## src/rtl/mbox_rx_if.sv

```systemverilog
// mbox_rx_if: WISHBONE slave that pulls bytes from an inbound mailbox FIFO,
// packs four of them little-endian into a 32-bit word and hands the word out
// through the MBOX_IBUF register. Also exposes status, a flush control bit
// and a running count of words consumed.
module mbox_rx_if #(
    parameter int WB_AW  = 6,
    parameter int WB_DW  = 32,
    parameter int WOU_DW = 8
) (
    input  logic              wb_clk_i,
    input  logic              wb_rst_i,
    input  logic              wb_cyc_i,
    input  logic              wb_stb_i,
    input  logic              wb_we_i,
    input  logic [3:0]        wb_sel_i,
    input  logic [WB_AW-1:2]  wb_adr_i,
    input  logic [WB_DW-1:0]  wb_dat_i,
    output logic [WB_DW-1:0]  wb_dat_o,
    output logic              wb_ack_o,
    output logic              mbox_rd_o,
    input  logic              mbox_empty_i,
    input  logic [WOU_DW-1:0] mbox_di_i
);

    localparam int ADR_W = WB_AW - 2;
    localparam int ASM_W = 4 * WOU_DW;

    localparam logic [ADR_W-1:0] ADR_IBUF = ADR_W'(32'd0);
    localparam logic [ADR_W-1:0] ADR_STAT = ADR_W'(32'd1);
    localparam logic [ADR_W-1:0] ADR_CTRL = ADR_W'(32'd2);
    localparam logic [ADR_W-1:0] ADR_WCNT = ADR_W'(32'd3);

    typedef enum logic [1:0] {
        FILL_RD  = 2'd0,
        FILL_CAP = 2'd1,
        HOLD     = 2'd2
    } state_t;

    state_t           state_r;
    state_t           state_nxt_s;
    logic [1:0]       byte_cnt_r;
    logic             word_valid_r;
    logic [ASM_W-1:0] asm_r;
    logic [31:0]      wcnt_r;

    logic             bus_req_s;
    logic             ibuf_rd_sel_s;
    logic             ack_nxt_s;
    logic             ibuf_ack_s;
    logic             rd_ack_s;
    logic             flush_s;
    logic             pop_s;
    logic             cap_s;
    logic [31:0]      stat_s;
    logic [WB_DW-1:0] rd_data_s;
    logic             unused_s;

    // Only bit 0 of the byte selects and write data carries meaning (flush).
    assign unused_s = ^{wb_sel_i[3:1], wb_dat_i[WB_DW-1:1]};

    // Bus decode: acknowledge generation, IBUF consume and flush strobes.
    always_comb begin
        bus_req_s     = wb_cyc_i & wb_stb_i;
        ibuf_rd_sel_s = bus_req_s & ~wb_we_i & (wb_adr_i == ADR_IBUF);
        // An IBUF read with no word ready is held off (no ack) until one is.
        ack_nxt_s     = bus_req_s & ~wb_ack_o & ~(ibuf_rd_sel_s & ~word_valid_r);
        ibuf_ack_s    = ack_nxt_s & ibuf_rd_sel_s;
        rd_ack_s      = ack_nxt_s & ~wb_we_i;
        flush_s       = ack_nxt_s & wb_we_i & (wb_adr_i == ADR_CTRL)
                        & wb_sel_i[0] & wb_dat_i[0];
    end

    // Status word as seen by software.
    always_comb begin
        stat_s = {29'd0, (byte_cnt_r != 2'd0), word_valid_r, mbox_empty_i};
    end

    // Read data mux; unmapped addresses return zero.
    always_comb begin
        rd_data_s = {WB_DW{1'b0}};
        case (wb_adr_i)
            ADR_IBUF: rd_data_s = WB_DW'(asm_r);
            ADR_STAT: rd_data_s = WB_DW'(stat_s);
            ADR_CTRL: rd_data_s = {WB_DW{1'b0}};
            ADR_WCNT: rd_data_s = WB_DW'(wcnt_r);
            default:  rd_data_s = {WB_DW{1'b0}};
        endcase
    end

    // Fill FSM next state: one pop, one capture, repeat four times, then hold.
    always_comb begin
        state_nxt_s = state_r;
        pop_s       = 1'b0;
        cap_s       = 1'b0;
        if (flush_s) begin
            // Flush wins over everything, including a pending capture; the
            // byte already popped from the FIFO is dropped on purpose.
            state_nxt_s = FILL_RD;
        end else begin
            case (state_r)
                FILL_RD: begin
                    if (!mbox_empty_i) begin
                        pop_s       = 1'b1;
                        state_nxt_s = FILL_CAP;
                    end else begin
                        state_nxt_s = FILL_RD;
                    end
                end
                FILL_CAP: begin
                    cap_s = 1'b1;
                    if (byte_cnt_r == 2'd3) begin
                        state_nxt_s = HOLD;
                    end else begin
                        state_nxt_s = FILL_RD;
                    end
                end
                HOLD: begin
                    if (ibuf_ack_s) begin
                        state_nxt_s = FILL_RD;
                    end else begin
                        state_nxt_s = HOLD;
                    end
                end
                default: begin
                    state_nxt_s = FILL_RD;
                end
            endcase
        end
    end

    // The pop must reach the FIFO in the same cycle the FSM leaves FILL_RD so
    // that its byte is on mbox_di_i during FILL_CAP; reset blocks it.
    assign mbox_rd_o = pop_s & ~wb_rst_i;

    // FSM state register.
    always_ff @(posedge wb_clk_i) begin
        if (wb_rst_i) begin
            state_r <= FILL_RD;
        end else begin
            state_r <= state_nxt_s;
        end
    end

    // Word assembly: byte lane capture, byte counter and word-valid flag.
    always_ff @(posedge wb_clk_i) begin
        if (wb_rst_i) begin
            byte_cnt_r   <= 2'd0;
            word_valid_r <= 1'b0;
            asm_r        <= {ASM_W{1'b0}};
        end else if (flush_s) begin
            byte_cnt_r   <= 2'd0;
            word_valid_r <= 1'b0;
            asm_r        <= {ASM_W{1'b0}};
        end else begin
            if (cap_s) begin
                case (byte_cnt_r)
                    2'd0:    asm_r[WOU_DW-1:0]          <= mbox_di_i;
                    2'd1:    asm_r[2*WOU_DW-1:WOU_DW]   <= mbox_di_i;
                    2'd2:    asm_r[3*WOU_DW-1:2*WOU_DW] <= mbox_di_i;
                    2'd3:    asm_r[4*WOU_DW-1:3*WOU_DW] <= mbox_di_i;
                    default: asm_r                      <= asm_r;
                endcase
                byte_cnt_r <= byte_cnt_r + 2'd1;
            end else begin
                byte_cnt_r <= byte_cnt_r;
            end
            if (cap_s && (byte_cnt_r == 2'd3)) begin
                word_valid_r <= 1'b1;
            end else if (ibuf_ack_s) begin
                word_valid_r <= 1'b0;
            end else begin
                word_valid_r <= word_valid_r;
            end
        end
    end

    // Consumed-word counter, wraps naturally at 32 bits; flush leaves it alone.
    always_ff @(posedge wb_clk_i) begin
        if (wb_rst_i) begin
            wcnt_r <= 32'd0;
        end else if (ibuf_ack_s) begin
            wcnt_r <= wcnt_r + 32'd1;
        end else begin
            wcnt_r <= wcnt_r;
        end
    end

    // Registered bus response: ack one cycle after strobe, data with it.
    always_ff @(posedge wb_clk_i) begin
        if (wb_rst_i) begin
            wb_ack_o <= 1'b0;
            wb_dat_o <= {WB_DW{1'b0}};
        end else begin
            wb_ack_o <= ack_nxt_s;
            if (rd_ack_s) begin
                wb_dat_o <= rd_data_s;
            end else begin
                wb_dat_o <= wb_dat_o;
            end
        end
    end

endmodule

```

## config.mk

```make
export PLATFORM = sky130hd
export DESIGN_NAME = mbox_rx_if
export DESIGN_NICKNAME = d
export VERILOG_FILES = /design/src/rtl/mbox_rx_if.sv
export SDC_FILE = /design/constraint.sdc
export NUM_CORES = 1
export LEC_CHECK = 0
export ABC_AREA = 1
export CORE_ASPECT_RATIO = 0.9
export CORE_MARGIN = 4
export CORE_UTILIZATION = 45
export DETAILED_ROUTE_END_ITERATION = 8
export PLACE_DENSITY_LB_ADDON = 0.05
export SETUP_SLACK_MARGIN = 0.5
export SLEW_MARGIN = 15
export SYNTH_ARGS = -nofsm -noshare
export SYNTH_HDL_FRONTEND = slang
export SYNTH_SLANG_ARGS = --single-unit
export TNS_END_PERCENT = 30
```

## constraint.sdc

```tcl
create_clock -name wb_clk_i -period 2.8 [get_ports wb_clk_i]
set_clock_uncertainty 0.1 [all_clocks]
set_input_delay 0.56 -clock wb_clk_i [delete_from_list [all_inputs] [get_ports wb_clk_i]]
set_output_delay 0.56 -clock wb_clk_i [all_outputs]
set_load 0.005 [all_outputs]
```

==> flow_metrics.env <==
export IMPL_outcome="complete, no violations"
export IMPL_drc=0
export IMPL_synth_async_reset_ratio_pct=0
export IMPL_fin_crit_ns=2.29
export IMPL_worst_pin_slew_ns=0.717
export IMPL_gr_total_overflow=0
export IMPL_globalplace_congestion=0.863
export IMPL_syn_to_final_growth_pct=19.0
export IMPL_grt_pass1_vias=4603
export IMPL_drt_total_wl_mm=14.0
export IMPL_grt_max_degree=50
export IMPL_die_area_sq_um=13200
export IMPL_syn_num_nets=815
export IMPL_cp_top_family="simple AND/OR/NAND/NOR gates"
export IMPL_dr_pass1_iters=4
export IMPL_crit_top_cell="nand2_2"
export IMPL_grt_pass1_wl_mm=22.8
export IMPL_drv_cap=0
export IMPL_drive_gt1_share_pct=8.01
export IMPL_row_count=36
export IMPL_slew_headroom_pct=52.0
export IMPL_final_max_slew_viol_count=0
export IMPL_irDropWorstVdd_mv=0.299
export IMPL_clk_latency_ns=0.35
export IMPL_cts_sinks=102
export IMPL_setup_viol=0
export IMPL_synth_xor_area_share_pct=1.53
export IMPL_synth_edf_count=0
export IMPL_netlist_area_sq_um=5160
export IMPL_core_area_sq_um=11000
export IMPL_slowest_stage="dlygate4sd2_1"
export IMPL_dp_hpwl_mm=10.0
export IMPL_fmax_mhz=436
export IMPL_preCtsSetupSlack_ns=-0.114
export IMPL_crit_fanout=2
export IMPL_syn_avg_cell_area_sq_um=6.82
export IMPL_p_leak_nw=2.26
export IMPL_rr_startpoint="wcnt_r[1]$_SDFFE_PP0P_"
export IMPL_worstPathCellList="dlygate4sd2_1 -> nor2_4 -> nand2_4 -> nor2_8 -> nand2_2 -> nand3_2 -> nand2_2 -> nor3_2 -> buf_2"
export IMPL_r2r_end="wcnt_r[24]$_SDFFE_PP0P_"
export IMPL_layout_nets=865
export IMPL_cp_end_kind="output port"
export IMPL_cp_buffers_inverters=2
export IMPL_wire_per_inst_microns=14.5
export IMPL_finalWorstSetupSlack_ns=0.508
export IMPL_start_util_pct=46.9
export IMPL_postRouteAntennaNets=0
export IMPL_cts_tree="done"
export IMPL_holdBufCountCts=0
export IMPL_cts_buffers=9
export IMPL_hold_viol_final=0
export IMPL_critPathArrivalTime_ns=1.63
export IMPL_synth_main_ff_cell="dfxtp_1"
export IMPL_min_to="wb_dat_o[6]$_SDFFE_PP0P_"
export IMPL_synth_compound_area_share_pct=13.2
export IMPL_muxShareOfSynthArea_pct=0
export IMPL_crit_type="in2out"
export IMPL_min_path_cells=2
export IMPL_die_x_microns=121
export IMPL_cts_htree_levels=3
export IMPL_powerDensity_nw_per_um2=485
export IMPL_diodes=0
export IMPL_seq_area_frac_synth_pct=39.6
export IMPL_clock_root_buffer="clkbuf_16"
export IMPL_critPathRequiredTime_ns=2.14
export IMPL_detail_route_iter0_violations=363
export IMPL_finish_utilization_pct=55.8
export IMPL_synthCells=756
export IMPL_antenna_found_initial=0
export IMPL_r2r_cells=10
export IMPL_synthAdderAreaFrac_pct=1.21
export IMPL_final_cell_mix="227 x nand2_1, 102 x dfxtp_1, 92 x nor2_1"
export IMPL_yosysWarnings=0
export IMPL_vias=4877
export IMPL_ys_ff_latch=102
export IMPL_period_share_pct=81.9
export IMPL_layout_commonest_cell="nand2_1"
export IMPL_worstHoldStart="wb_dat_o[6]$_SDFFE_PP0P_"
export IMPL_synth_distinct_cells=36
export IMPL_clk_pin_slew_ns=0.07
export IMPL_die_height_microns=110
export IMPL_io_buffers=53
export IMPL_synthSimpleGateAreaFrac_pct=33.3
export IMPL_max_stage_delay_ns=0.25
export IMPL_hold_path_class="reg2reg"
export IMPL_synth_top_family_by_area="simple AND/OR/NAND/NOR gates"
export IMPL_critPathLaunchType="primary input"
export IMPL_ioPinCount=88
export IMPL_vias_per_cell=5.06
export IMPL_grt_usage_pct=21.8
export IMPL_clockBufferDepth=2
export IMPL_rsz0062_at_grt="yes"
export IMPL_fillers=1118
export IMPL_r2r_slack_ns=0.81
==> routing by layer <==
layer / share of wire, % / up-vias / track usage, %
met2: 47 / 132 / 37.4
met1: 47 / 2220 / 28.5
li1: - / 2507 / -
met5: 0 / - / 0
met4: 1.6 / 0 / 5.10
met3: 4.5 / 18 / 4.32
==> synthesized netlist by cell type, types with 2 or more instances <==
cell	number	share of area, %
clkbuf_1	16	1.2
nor3_2	2	0.39
o21ai_0	27	2.6
ha_1	5	1.2
nand3_4	3	1.0
a21oi_1	54	5.2
o211ai_1	2	0.29
nor2_4	2	0.44
xor2_1	4	0.68
dfxtp_1	102	40
nand4_1	6	0.73
nor3_1	13	1.3
nand2_1	227	17
nand3_1	43	4.2
buf_2	5	0.49
xnor2_1	5	0.85
a21oi_2	3	0.51
nor2_2	4	0.49
buf_6	8	1.7
nand2_2	3	0.36
buf_4	5	0.73
and3_1	2	0.24
o311ai_1	24	4.1
nor2_1	93	6.8
inv_1	87	6.3
==> cell families (layout without fill, tap and decap cells) <==
logic type / after synthesis / after routing
xor gates and xnor gates: 9 / 9
and+or+nand+nor: 402 / 402
AOI/OAI and AO/OA: 113 / 113
adders and majority gates: 5 / 5
buffers and inverters: 125 / 180
DFF: 102 / 102
==> final cells by class <==
cell class / instances / area [sq um] / area share [%]
repair buffers: 75 / 696 / 11.3
well taps: 152 / 190 / 3.10
flip-flops and latches: 102 / 2040 / 33.3
clock buffers: 12 / 246 / 4.02
clock inverters: 4 / 56.3 / 0.918
multi-input cells: 529 / 2570 / 41.9
inverters: 89 / 335 / 5.46
==> through the flow <==
stage / instance area (sq um) / TNS, ns / power [mW] / hold slack, ns / std cells
after floorplan: 5160 / 0 / 1.64 / 0.340 / 756
after global placement: 5790 / -0.0780 / 1.71 / 0.350 / 944
after detailed placement: 5790 / -0.114 / 1.72 / 0.354 / 944
after CTS: 6130 / 0 / 2.99 / 0.362 / 963
after global routing: 6140 / 0 / 3.07 / 0.375 / 963
final: 6140 / 0 / 2.97 / 0.360 / 963
==> worst min-delay path, cell delays in order (launching register included) <==
cell and delay (ns):
dfxtp_1 0.31, nand2_1 0.06, a21oi_1 0.05
==> sequential cells by signal, summed over array words and instances, names as in the netlist <==
signal / flops
word_valid_r: 1
asm_r: 32
state_r: 2
byte_cnt_r: 2
wb_dat_o: 32
wcnt_r: 32
wb_ack_o: 1
==> how the worst max path moves through the flow <==
stage,startpoint,end,cells past startpoint
final,wb_adr_i[4],mbox_rd_o,9
after global routing,wb_adr_i[3],mbox_rd_o,10
after CTS,wb_adr_i[3],mbox_rd_o,10
after detailed placement,wb_adr_i[3],mbox_rd_o,9
after global placement,wb_cyc_i,mbox_rd_o,8
after floorplan,wb_adr_i[3],mbox_rd_o,8
==> report_power, final <==
| group | switching [mW] | internal, mW |
|---|---|---|
| Sequential | 0.00642 | 1.47 |
| Combinational | 0.138 | 0.0778 |
| Clock | 0.561 | 0.724 |
| Total | 0.705 | 2.27 |
==> what timing repair did <==
action                     in CTS  in global routing
setup endpoints to repair      10                  9
setup buffers                   3                  0
resized for setup              19                  1
pin swaps                       6                  0
hold endpoints to repair        0                  0
No activity file was read; power rests on OpenSTA's default activity.
